File: src/rtl/fc_pkg.sv
// Shared types and constants for the FC result sink: FSM state encoding,
// address/count widths and default ifmap buffer base addresses.
package fc_pkg;

    typedef enum logic [1:0] {
        FC_IDLE    = 2'd0,
        FC_COLLECT = 2'd1,
        FC_FLUSH   = 2'd2,
        FC_ISSUE   = 2'd3
    } fc_state_e;

    localparam int DATA_W    = 8;   // FC output beat width (signed, saturated)
    localparam int ADDR_W    = 10;  // ifmap buffer address width
    localparam int OUT_NUM_W = 7;   // output-node count width of a layer
    localparam int IN_NUM_W  = 9;   // input-node count width of the next layer
    localparam int LAYER_W   = 2;   // layer index width
    localparam int CNT_W     = OUT_NUM_W + 1;  // beat counter, one spare bit to see k >= N

    localparam int L2_BASE_DEF = 400;
    localparam int L3_BASE_DEF = 520;

endpackage

File: src/rtl/fc_result_sink_if.sv
// FC output stream as seen by the result sink: one signed beat per valid
// cycle, a last marker, and the per-stream layer index / node count.
interface fc_result_sink_if;
    import fc_pkg::*;

    logic signed [DATA_W-1:0]    fc_result_i;
    logic                        fc_valid_i;
    logic                        fc_last_i;
    logic        [LAYER_W-1:0]   layer_i;
    logic        [OUT_NUM_W-1:0] out_num_i;

    // Producer side (FC engine or testbench)
    modport master (
        output fc_result_i, fc_valid_i, fc_last_i, layer_i, out_num_i
    );

    // Consumer side (result sink)
    modport slave (
        input fc_result_i, fc_valid_i, fc_last_i, layer_i, out_num_i
    );

endinterface

File: src/rtl/fc_argmax.sv
// Running maximum with index for the final classification layer.
// The first beat of a stream always loads; later beats replace the held
// value only when strictly greater, so the lowest index wins ties.
// The post-update value is exposed combinationally so the caller can
// capture the result on the same edge as the last beat.
module fc_argmax
    import fc_pkg::*;
(
    input  logic                        clk,
    input  logic                        rst,
    input  logic                        i_clear,
    input  logic                        i_update,
    input  logic                        i_first,
    input  logic signed [DATA_W-1:0]    i_score,
    input  logic        [OUT_NUM_W-1:0] i_idx,
    output logic signed [DATA_W-1:0]    o_nxt_max,
    output logic        [OUT_NUM_W-1:0] o_nxt_idx
);

    logic signed [DATA_W-1:0]    r_max;
    logic        [OUT_NUM_W-1:0] r_idx;
    logic                        w_take;

    // Decide whether the incoming beat becomes the new maximum
    always_comb begin
        w_take    = i_first || (i_score > r_max);
        o_nxt_max = w_take ? i_score : r_max;
        o_nxt_idx = w_take ? i_idx   : r_idx;
    end

    // Hold the running maximum; clear has priority over update
    always_ff @(posedge clk or posedge rst) begin
        if (rst) begin
            r_max <= '0;
            r_idx <= '0;
        end else if (i_clear) begin
            r_max <= '0;
            r_idx <= '0;
        end else if (i_update) begin
            r_max <= o_nxt_max;
            r_idx <= o_nxt_idx;
        end
    end

endmodule

File: src/rtl/fc_result_sink.sv
// FC result sink: consumes one layer's output stream. Hidden layers are
// written (ReLU applied, reversed order) into the ifmap buffer and the next
// layer is kicked off; the final layer is reduced to an argmax class result.
// Beat-count violations raise a sticky error and suppress completion pulses.
module fc_result_sink
    import fc_pkg::*;
#(
    parameter int L2_BASE     = L2_BASE_DEF,
    parameter int L3_BASE     = L3_BASE_DEF,
    parameter int FINAL_LAYER = 2
) (
    input  logic                        clk,
    input  logic                        rst,
    fc_result_sink_if.slave             fc,
    output logic                        ifmap_wren_o,
    output logic        [ADDR_W-1:0]    ifmap_wrptr_o,
    output logic        [DATA_W-1:0]    ifmap_wdata_o,
    output logic                        next_start_o,
    output logic        [LAYER_W-1:0]   next_layer_o,
    output logic        [IN_NUM_W-1:0]  next_in_num_o,
    output logic                        class_valid_o,
    output logic        [OUT_NUM_W-1:0] class_o,
    output logic signed [DATA_W-1:0]    class_score_o,
    output logic                        busy_o,
    output logic                        err_o
);

    localparam logic [1:0] ST_IDLE    = FC_IDLE;
    localparam logic [1:0] ST_COLLECT = FC_COLLECT;
    localparam logic [1:0] ST_FLUSH   = FC_FLUSH;
    localparam logic [1:0] ST_ISSUE   = FC_ISSUE;

    // Negative activations are clamped to zero before storage
    function automatic logic [DATA_W-1:0] relu(input logic signed [DATA_W-1:0] x);
        return x[DATA_W-1] ? '0 : $unsigned(x);
    endfunction

    logic [1:0]                  r_state;
    logic [1:0]                  w_state_nxt;
    logic [CNT_W-1:0]            r_k;

    logic                        r_wren;
    logic [ADDR_W-1:0]           r_wrptr;
    logic [DATA_W-1:0]           r_wdata;
    logic                        r_next_start;
    logic [LAYER_W-1:0]          r_next_layer;
    logic [IN_NUM_W-1:0]         r_next_in_num;
    logic                        r_class_valid;
    logic [OUT_NUM_W-1:0]        r_class;
    logic signed [DATA_W-1:0]    r_class_score;
    logic                        r_err;

    logic                        w_accept;
    logic                        w_drop;
    logic                        w_last;
    logic                        w_final;
    logic                        w_in_range;
    logic                        w_count_ok;
    logic                        w_to_idle;
    logic [CNT_W-1:0]            w_n_ext;
    logic [OUT_NUM_W-1:0]        w_offset;
    logic [ADDR_W-1:0]           w_base;
    logic signed [DATA_W-1:0]    w_max_nxt;
    logic [OUT_NUM_W-1:0]        w_idx_nxt;

    // Beat classification against the current state and beat index
    always_comb begin
        w_accept   = fc.fc_valid_i && ((r_state == ST_IDLE) || (r_state == ST_COLLECT));
        w_drop     = fc.fc_valid_i && ((r_state == ST_FLUSH) || (r_state == ST_ISSUE));
        w_last     = w_accept && fc.fc_last_i;
        w_final    = (fc.layer_i == FINAL_LAYER[LAYER_W-1:0]);
        w_n_ext    = {1'b0, fc.out_num_i};
        w_in_range = (r_k < w_n_ext);
        w_count_ok = (r_k == (w_n_ext - CNT_W'(1)));
        // Results are stored in reverse node order: beat 0 lands at base+N-1
        w_offset   = fc.out_num_i - OUT_NUM_W'(1) - r_k[OUT_NUM_W-1:0];
        w_base     = (fc.layer_i == '0) ? ADDR_W'(L2_BASE) : ADDR_W'(L3_BASE);
    end

    // Next-state logic; a bad last beat abandons the stream straight to IDLE
    always_comb begin
        w_state_nxt = r_state;
        case (r_state)
            ST_IDLE, ST_COLLECT: begin
                if (w_accept) begin
                    if (!fc.fc_last_i)
                        w_state_nxt = ST_COLLECT;
                    else if (w_count_ok)
                        w_state_nxt = ST_FLUSH;
                    else
                        w_state_nxt = ST_IDLE;
                end
            end
            ST_FLUSH: w_state_nxt = w_final ? ST_IDLE : ST_ISSUE;
            ST_ISSUE: w_state_nxt = ST_IDLE;
            default:  w_state_nxt = ST_IDLE;
        endcase
        w_to_idle = (w_state_nxt == ST_IDLE);
    end

    fc_argmax u_argmax (
        .clk       (clk),
        .rst       (rst),
        .i_clear   (w_to_idle),
        .i_update  (w_accept && w_final && w_in_range),
        .i_first   (r_k == '0),
        .i_score   (fc.fc_result_i),
        .i_idx     (r_k[OUT_NUM_W-1:0]),
        .o_nxt_max (w_max_nxt),
        .o_nxt_idx (w_idx_nxt)
    );

    // State register and beat counter (counter saturates so overruns stay visible)
    always_ff @(posedge clk or posedge rst) begin
        if (rst) begin
            r_state <= ST_IDLE;
            r_k     <= '0;
        end else begin
            r_state <= w_state_nxt;
            if (w_to_idle)
                r_k <= '0;
            else if (w_accept && (r_k != '1))
                r_k <= r_k + CNT_W'(1);
        end
    end

    // Ifmap writeback, one cycle behind the accepted in-range hidden-layer beat
    always_ff @(posedge clk or posedge rst) begin
        if (rst) begin
            r_wren  <= 1'b0;
            r_wrptr <= '0;
            r_wdata <= '0;
        end else begin
            r_wren <= w_accept && w_in_range && !w_final;
            if (w_accept && w_in_range && !w_final) begin
                r_wrptr <= w_base + ADDR_W'(w_offset);
                r_wdata <= relu(fc.fc_result_i);
            end
        end
    end

    // Completion pulses: next-layer start from FLUSH, class result on a good last beat
    always_ff @(posedge clk or posedge rst) begin
        if (rst) begin
            r_next_start  <= 1'b0;
            r_next_layer  <= '0;
            r_next_in_num <= '0;
            r_class_valid <= 1'b0;
            r_class       <= '0;
            r_class_score <= '0;
        end else begin
            r_next_start  <= (r_state == ST_FLUSH) && !w_final;
            r_class_valid <= w_last && w_count_ok && w_final;
            if ((r_state == ST_FLUSH) && !w_final) begin
                r_next_layer  <= fc.layer_i + LAYER_W'(1);
                r_next_in_num <= IN_NUM_W'(fc.out_num_i);
            end
            if (w_last && w_count_ok && w_final) begin
                r_class       <= w_idx_nxt;
                r_class_score <= w_max_nxt;
            end
        end
    end

    // Sticky error: overrun beat, mis-counted last beat, or beat during FLUSH/ISSUE
    always_ff @(posedge clk or posedge rst) begin
        if (rst)
            r_err <= 1'b0;
        else if ((w_accept && !w_in_range) || (w_last && !w_count_ok) || w_drop)
            r_err <= 1'b1;
    end

    assign ifmap_wren_o  = r_wren;
    assign ifmap_wrptr_o = r_wrptr;
    assign ifmap_wdata_o = r_wdata;
    assign next_start_o  = r_next_start;
    assign next_layer_o  = r_next_layer;
    assign next_in_num_o = r_next_in_num;
    assign class_valid_o = r_class_valid;
    assign class_o       = r_class;
    assign class_score_o = r_class_score;
    assign busy_o        = (r_state != ST_IDLE);
    assign err_o         = r_err;

endmodule
File: src/flat_wrapper.sv
// flat-port wrapper written by rule: the top's interface ports become plain ports
module fc_result_sink_flat import fc_pkg::*;
#(
    parameter int L2_BASE     = L2_BASE_DEF,
    parameter int L3_BASE     = L3_BASE_DEF,
    parameter int FINAL_LAYER = 2
)
  (clk, rst, ifmap_wren_o, ifmap_wrptr_o, ifmap_wdata_o, next_start_o, next_layer_o, next_in_num_o, class_valid_o, class_o, class_score_o, busy_o, err_o, fc_fc_result_i, fc_fc_valid_i, fc_fc_last_i, fc_layer_i, fc_out_num_i);
  fc_result_sink_if fc_i ();
  input  logic clk;
  input  logic rst;
  output logic ifmap_wren_o;
  output logic        [ADDR_W-1:0] ifmap_wrptr_o;
  output logic        [DATA_W-1:0] ifmap_wdata_o;
  output logic next_start_o;
  output logic        [LAYER_W-1:0] next_layer_o;
  output logic        [IN_NUM_W-1:0] next_in_num_o;
  output logic class_valid_o;
  output logic        [OUT_NUM_W-1:0] class_o;
  output logic signed [DATA_W-1:0] class_score_o;
  output logic busy_o;
  output logic err_o;
  input wire logic [$bits(fc_i.fc_result_i)-1:0] fc_fc_result_i;
  input wire logic [$bits(fc_i.fc_valid_i)-1:0] fc_fc_valid_i;
  input wire logic [$bits(fc_i.fc_last_i)-1:0] fc_fc_last_i;
  input wire logic [$bits(fc_i.layer_i)-1:0] fc_layer_i;
  input wire logic [$bits(fc_i.out_num_i)-1:0] fc_out_num_i;
  assign fc_i.fc_result_i = fc_fc_result_i;
  assign fc_i.fc_valid_i = fc_fc_valid_i;
  assign fc_i.fc_last_i = fc_fc_last_i;
  assign fc_i.layer_i = fc_layer_i;
  assign fc_i.out_num_i = fc_out_num_i;
  fc_result_sink #(.L2_BASE(L2_BASE), .L3_BASE(L3_BASE), .FINAL_LAYER(FINAL_LAYER)) u_core (.clk(clk), .rst(rst), .fc(fc_i), .ifmap_wren_o(ifmap_wren_o), .ifmap_wrptr_o(ifmap_wrptr_o), .ifmap_wdata_o(ifmap_wdata_o), .next_start_o(next_start_o), .next_layer_o(next_layer_o), .next_in_num_o(next_in_num_o), .class_valid_o(class_valid_o), .class_o(class_o), .class_score_o(class_score_o), .busy_o(busy_o), .err_o(err_o));
endmodule
File: config.mk
export PLATFORM = sky130hd
export DESIGN_NAME = fc_result_sink_flat
export DESIGN_NICKNAME = d
export VERILOG_FILES = /design/src/rtl/fc_pkg.sv /design/src/rtl/fc_result_sink_if.sv /design/src/rtl/fc_argmax.sv /design/src/rtl/fc_result_sink.sv /design/src/flat_wrapper.sv
export SDC_FILE = /design/constraint.sdc
export NUM_CORES = 1
export LEC_CHECK = 0
export BUFFER_PORTS_ARGS = -buffer_cell sky130_fd_sc_hd__buf_4
export CAP_MARGIN = 20
export CORE_ASPECT_RATIO = 2
export CORE_UTILIZATION = 51
export CTS_CLUSTER_DIAMETER = 120
export CTS_CLUSTER_SIZE = 8
export DETAILED_ROUTE_END_ITERATION = 10
export PLACE_DENSITY_LB_ADDON = 0.15
export SLEW_MARGIN = 10
export SYNTH_ARGS = -nofsm -noshare
export SYNTH_HDL_FRONTEND = slang
export SYNTH_SLANG_ARGS = --single-unit
File: constraint.sdc
create_clock -name clk -period 3.35 [get_ports clk]
set_input_delay 0.1675 -clock clk [delete_from_list [all_inputs] [get_ports clk]]
set_output_delay 0.1675 -clock clk [all_outputs]
set_load 0.03 [all_outputs]
# After elaboration in Yosys (flattened, before gate mapping)
# Cells that the tools add are included.
# totals
ff_bits,71
inputBits,21
out_inout_bits,49
word_cells,72
# classes
addsub,6
order_cmp,2
eq_ne,6
muxes,15
n_reduce_logical,29
# op_table
op,n
2-to-1 mux 8 bit,5
2-to-1 mux 7 bit,4
logical AND 1 bit,13
adder 10 x 7 -> 10 bit,1
2-to-1 mux 10 bit,1
"adder 8 x 1 -> 8 bit, second input constant",1
equality test 8 bit,1
> comparator 8 bit,1
zero test 8 bit,1
less-than comparator 8 x 7 -> 1 bit,1
2-to-1 mux 2 bit,4
"inequality test 8 bit, second input constant",1
"subtractor 7 x 1 -> 8 bit, second input constant",1
"subtractor 7 x 1 -> 7 bit, second input constant",1
subtractor 7 bit,1
"equality test 2 bit, second input constant",3
zero test 2 bit,3
one-hot mux 2 bit (3 select lines),1
nonzero test 2 bit,3
logical OR 1 bit,5
zero test 1 bit,3
"adder 2 x 1 -> 2 bit, second input constant",1
"equality test 2 x 1 -> 1 bit, second input constant",1
OR reduction 2 bit,1

# Logic depth before layout (Yosys ltp)
# depth
depth_word,8
depth_mapped,12
depth_no_buf,12

# Hierarchy
# A second synthesis with hierarchy kept.
# unflattened
hier_cells,427
hier_area_um2,4334.2
# by_module_without_submodules
module,instances,cells_each,area_each_um2
fc_result_sink,1,310,3103.0
fc_argmax,1,117,1231.2

# Least setup slack after synthesis
# OpenSTA, ideal clock, no wires.
# synth_timing
path_kind,register to register
startpoint,register u_core.r_k[0]
endpoint,"register u_core.r_class[0], in the netlist u_core.class_o[0]"
setup_time_ns,0.125
arrival_ns,2.534
setup_slack_ns,0.691
stages_incl_launch_ff,9
path_buffers,2
synth_period_minus_slack_ns,2.659
path_cell_list,dfrtp_1 > inv_1 > ha_1 > or3_1 > or3b_1 > or4b_1 > buf_6 > buf_12 > mux2_4
# synth_between
elab_chain_len,3
elab_cells_between_ends,6
cone_classes,eq/ne: 1; mux: 1; reduce/logical: 4
# synth_rtl
element,line_no,rtl
from (decl),fc_result_sink.sv:40,logic [CNT_W-1:0] r_k;
from (signal assigned),fc_result_sink.sv:123,r_k <= r_k + CNT_W'(1);
zero test 8 bit or equality test 8 bit (tied branches),"fc_result_sink.sv:106, fc_result_sink.sv:74",
logical OR 1 bit or logical AND 1 bit (tied branches),"fc_argmax.sv:26, fc_result_sink.sv:158",
2-to-1 mux 7 bit or logical AND 1 bit (tied branches),"fc_argmax.sv:28, fc_result_sink.sv:158",
to (signal assigned),fc_result_sink.sv:159,r_class <= w_idx_nxt;
to (decl),fc_result_sink.sv:49,logic [OUT_NUM_W-1:0] r_class;
# Parallel ways exist; a longest one is shown, timed or not.
# A chain may end at the register's enable or synchronous reset.

# Worst setup path in the final report
# layout_timing
startpoint,register u_core.u_argmax.r_max[5]
endpoint,"register u_core.r_class_score[7], in the netlist u_core.class_score_o[7]"
# layout_between
elab_chain_len,3
# layout_rtl
element,line_no,rtl
from (decl),fc_argmax.sv:20,logic signed [DATA_W-1:0] r_max;
from (signal assigned),fc_argmax.sv:40,r_max <= o_nxt_max;
> comparator 8 bit,fc_argmax.sv:26,w_take = i_first || (i_score > r_max);
logical OR 1 bit,fc_argmax.sv:26,
2-to-1 mux 8 bit,fc_argmax.sv:27,o_nxt_max = w_take ? i_score : r_max;
to (signal assigned),fc_result_sink.sv:160,r_class_score <= w_max_nxt;
to (decl),fc_result_sink.sv:50,logic signed [DATA_W-1:0] r_class_score;
# Every way passes these cells.

==> results.txt <==
Area of the mapped netlist = 0.00413 mm^2
WP data required = 3570 ps
Initial core utilization = 52.3%
Iter 0 DRT Violations = 204
Largest area contributor in the synthesized netlist = dfrtp_1
Initial antenna violation count = 0
Fin Setup TNS = 0 ps
VDD IR max = 309 uV
Post-synth EDFFs = 0
TritonRoute pass-1 iters = 4
Crit path to = u_core.class_score_o[7]
CP Buf/Inv Count = 1
CTS H-tree depth = 3
CP Max Fanout = 19
PortBufs = 66
Pin count of the biggest net entering global routing = 47
Yosys warns = 0
Grt met3 use = 5.37%
Num CTS Buffers = 9
Row cnt = 46
GRT Max-Usage Layer = met2
Reg2Reg Depth = 8
Psw = 774 uW
Max-slew violations = 0
Routing usage on met2 = 51.9%
Critical path arrival = 3030 ps
Routed Antenna Nets = 0
GRT Residual Overflow = 0
Storage element area = 0.00175 mm^2
Reg-to-reg endpoint = u_core.class_score_o[7]
Fmax = 0.356 GHz
Clock power frac = 37.0%
Hpwl dp = 8340 um
Io pins = 70
Synth-to-layout area growth = 21.7%
Max Clock Skew = 6.21 ps
Core area = 0.00789 mm^2
Critical Path, Cell by Cell = inv_1 -> ha_1 -> a21o_1 -> a2111oi_0 -> o211a_1 -> o21ai_2 -> mux2_2 -> mux2_4
Register area share after synthesis = 42.4%
Crit path from = u_core.u_argmax.r_max[5]
Crit start category = flop
Clk pin slew, worst setup/hold paths = 60 ps
Synth cell types = 54
RSZ-0062 raised after global routing = no
Worst slew pin tran = 898 ps
Yosys top cell area share = 42.4%
Final setup violation count = 0
Fin cells = 594
Placer congestion estimate = 0.959
Placed insts = 577
Clock sinks = 70
Final wirelength = 10900 um
DIE AREA = 0.00848 mm^2
Final hold viol count = 0
Nets@finish = 545
Sequential fraction of design power = 38.4%
Slew HR = 40.1%
Max-cap violations = 0
Min cycle time layout = 2810 ps
Layout filler cell count = 692
Syn avg cell area = 9.69 um^2
Maximum clock path buffer count = 2
Ant. Diodes = 0
Global Route met1 Usage = 27.6%
Multi-input gate area = 0.00213 mm^2
Pleak = 0.00246 uW
Worst hold-check path type = input port to flop
Vias per cell = 5.61
Design Area, Final = 0.00502 mm^2
Setup bufs post-CTS = 0
Root buf cell = clkbuf_16
Worst-skew pair later-pin latency = 330 ps
Slowest cell delay on critical path = 630 ps
Slowest stage cell, crit path = a2111oi_0
CTS tree = yes
Yosys reg bits = 70
Area post-placement = 0.00470 mm^2
Worst hold slack = 43.0 ps
Setup Crit Path Kind = flop to flop
Comb power frac = 24.6%
Vias = 3331
PD cells = 502 mW/mm^2
Switching Share = 30.7%
Async S/R FF share, synth = 100%
Height of the chip = 129 um
Reg2Reg Setup Slack = 540 ps
Share of layout cells above drive strength 1 = 24.7%
Post-cts resize count = 0
Worst path top cell family by delay = compound AO/OA/AOI/OAI gates
Post-Syn Instances = 426
Gr usage total = 27.5%
Internal = 1750 uW
Vias in the first global route = 3331
R2R Path Start = u_core.u_argmax.r_max[5]
Die width = 65.6 um
Dominant synthesized flop cell = dfrtp_1
Synth area leaders = dfrtp_1 (42%), ha_1 (8.5%), mux2_2 (4.9%), o21ai_0 (4.8%), mux2_4 (3.6%)
Crit path depth = 8
Setup crit end kind = flop
WL/cell = 18.4 um
Status = finished, final reports clean
DRC = 0
Period utilisation layout = 84.0%
First-pass GRT wire length = 16900 um
[layout by cell type, fill, tap and decap left out, types with 4 or more instances in the layout]
| master | instances |
|---|---|
| dfrtp_1 | 70 |
| buf_4 | 75 |
| nand2_1 | 36 |
| mux2i_1 | 5 |
| nor2_1 | 19 |
| inv_1 | 35 |
| or3_1 | 4 |
| nor3_1 | 8 |
| nand3_1 | 20 |
| clkbuf_16 | 9 |
| nor2b_1 | 5 |
| ha_1 | 28 |
| nand4_1 | 6 |
| o21ai_0 | 40 |
| o21a_1 | 4 |
| nand2b_1 | 8 |
| mux2_2 | 18 |
| mux2_4 | 10 |
| a21oi_1 | 24 |
| xnor2_1 | 15 |
[how the worst min path moves through the flow]
| stage | cells past startpoint | from | slack, ps | to |
|---|---|---|---|---|
| final | 2 | fc_layer_i[0] | 40 | u_core.next_layer_o[0] |
| after global routing | 2 | fc_layer_i[0] | 30 | u_core.next_layer_o[0] |
| after CTS | 2 | fc_layer_i[0] | 30 | u_core.next_layer_o[0] |
| after detailed placement | 2 | fc_layer_i[0] | 380 | u_core.next_layer_o[0] |
| after global placement | 2 | fc_layer_i[0] | 370 | u_core.next_layer_o[0] |
| after floorplan | 1 | fc_fc_result_i[7] | 270 | u_core.ifmap_wdata_o[0] |
[logic make-up after synthesis]
group,after synthesis,synth area share [%]
AOI/OAI and AO/OA,96,13.9
muxes,33,9.76
buffers and inverters,58,6.15
DFF,70,42.4
other,1,0.0908
xor gates and xnor gates,18,3.82
adders and majority gates,30,9.46
and+or+nand+nor,120,14.3
[state kept, by name, indices dropped and copies added (netlist names)]
name	flops
u_core.class_o	7
u_core.class_score_o	8
u_core.class_valid_o	1
u_core.err_o	1
u_core.ifmap_wdata_o	7
u_core.ifmap_wren_o	1
u_core.ifmap_wrptr_o	10
u_core.next_in_num_o	7
u_core.next_layer_o	2
u_core.next_start_o	1
u_core.r_k	8
u_core.r_state	2
u_core.u_argmax.r_idx	7
u_core.u_argmax.r_max	8
[final cells by class]
cell class,count,area share [%]
Clock buffer,11,4.83
Clock inverter,4,0.946
Inverter,36,2.69
Multi-Input combinational cell,300,42.5
Sequential cell,70,34.9
Tap cell,96,2.39
Timing Repair Buffer,77,11.8
[metal layers]
metal  up-vias  routed length (um)
met5         -                   0
met4         0                 289
met3        20                 369
met2        78                6310
met1      1626                3950
li1       1607                   -
[through the flow]
step | power (uW) | utilization, % | setup slack (ps)
after floorplan | 1380 | - | 691
after CTS | 2540 | 63.3 | 516
after global routing | 2640 | 63.7 | 305
after global placement | 1590 | 59.6 | 571
final | 2520 | 63.7 | 538
after detailed placement | 1600 | 59.6 | 523
[synthesized netlist by cell type, types with 3 or more instances]
cell type  count
xor2_1         3
a21o_1         3
and3_1         3
nand3_1       20
mux2i_1        5
a21oi_1       24
o21ai_0       40
or3_1          4
nor2b_1        5
nand4_1        6
inv_1         36
mux2_4        10
ha_1          28
o21a_1         4
o31ai_1        3
nand2b_1       8
clkbuf_1      15
mux2_2        18
or2_2          3
nand2_1       36
xnor2_1       15
nor3_1         8
dfrtp_1       70
o31a_1         3
a31oi_1        3
nor2_1        19
buf_4          3
[power groups by stage]
| stage | Sequential [uW] | Combinational [uW] | Clock [uW] |
|---|---|---|---|
| floorplan | 1080 | 296 | 0 |
| global placement | 980 | 608 | 0 |
| detailed placement | 983 | 617 | 0 |
| CTS | 969 | 619 | 950 |
| global route | 979 | 667 | 992 |
| finish | 968 | 619 | 933 |
[timing repair]
item	in CTS	in global routing
hold buffers	0	1
setup endpoints to repair	0	0
endpoints found under the hold margin	0	6
Note: power is estimated with default switching activity, not from simulation.
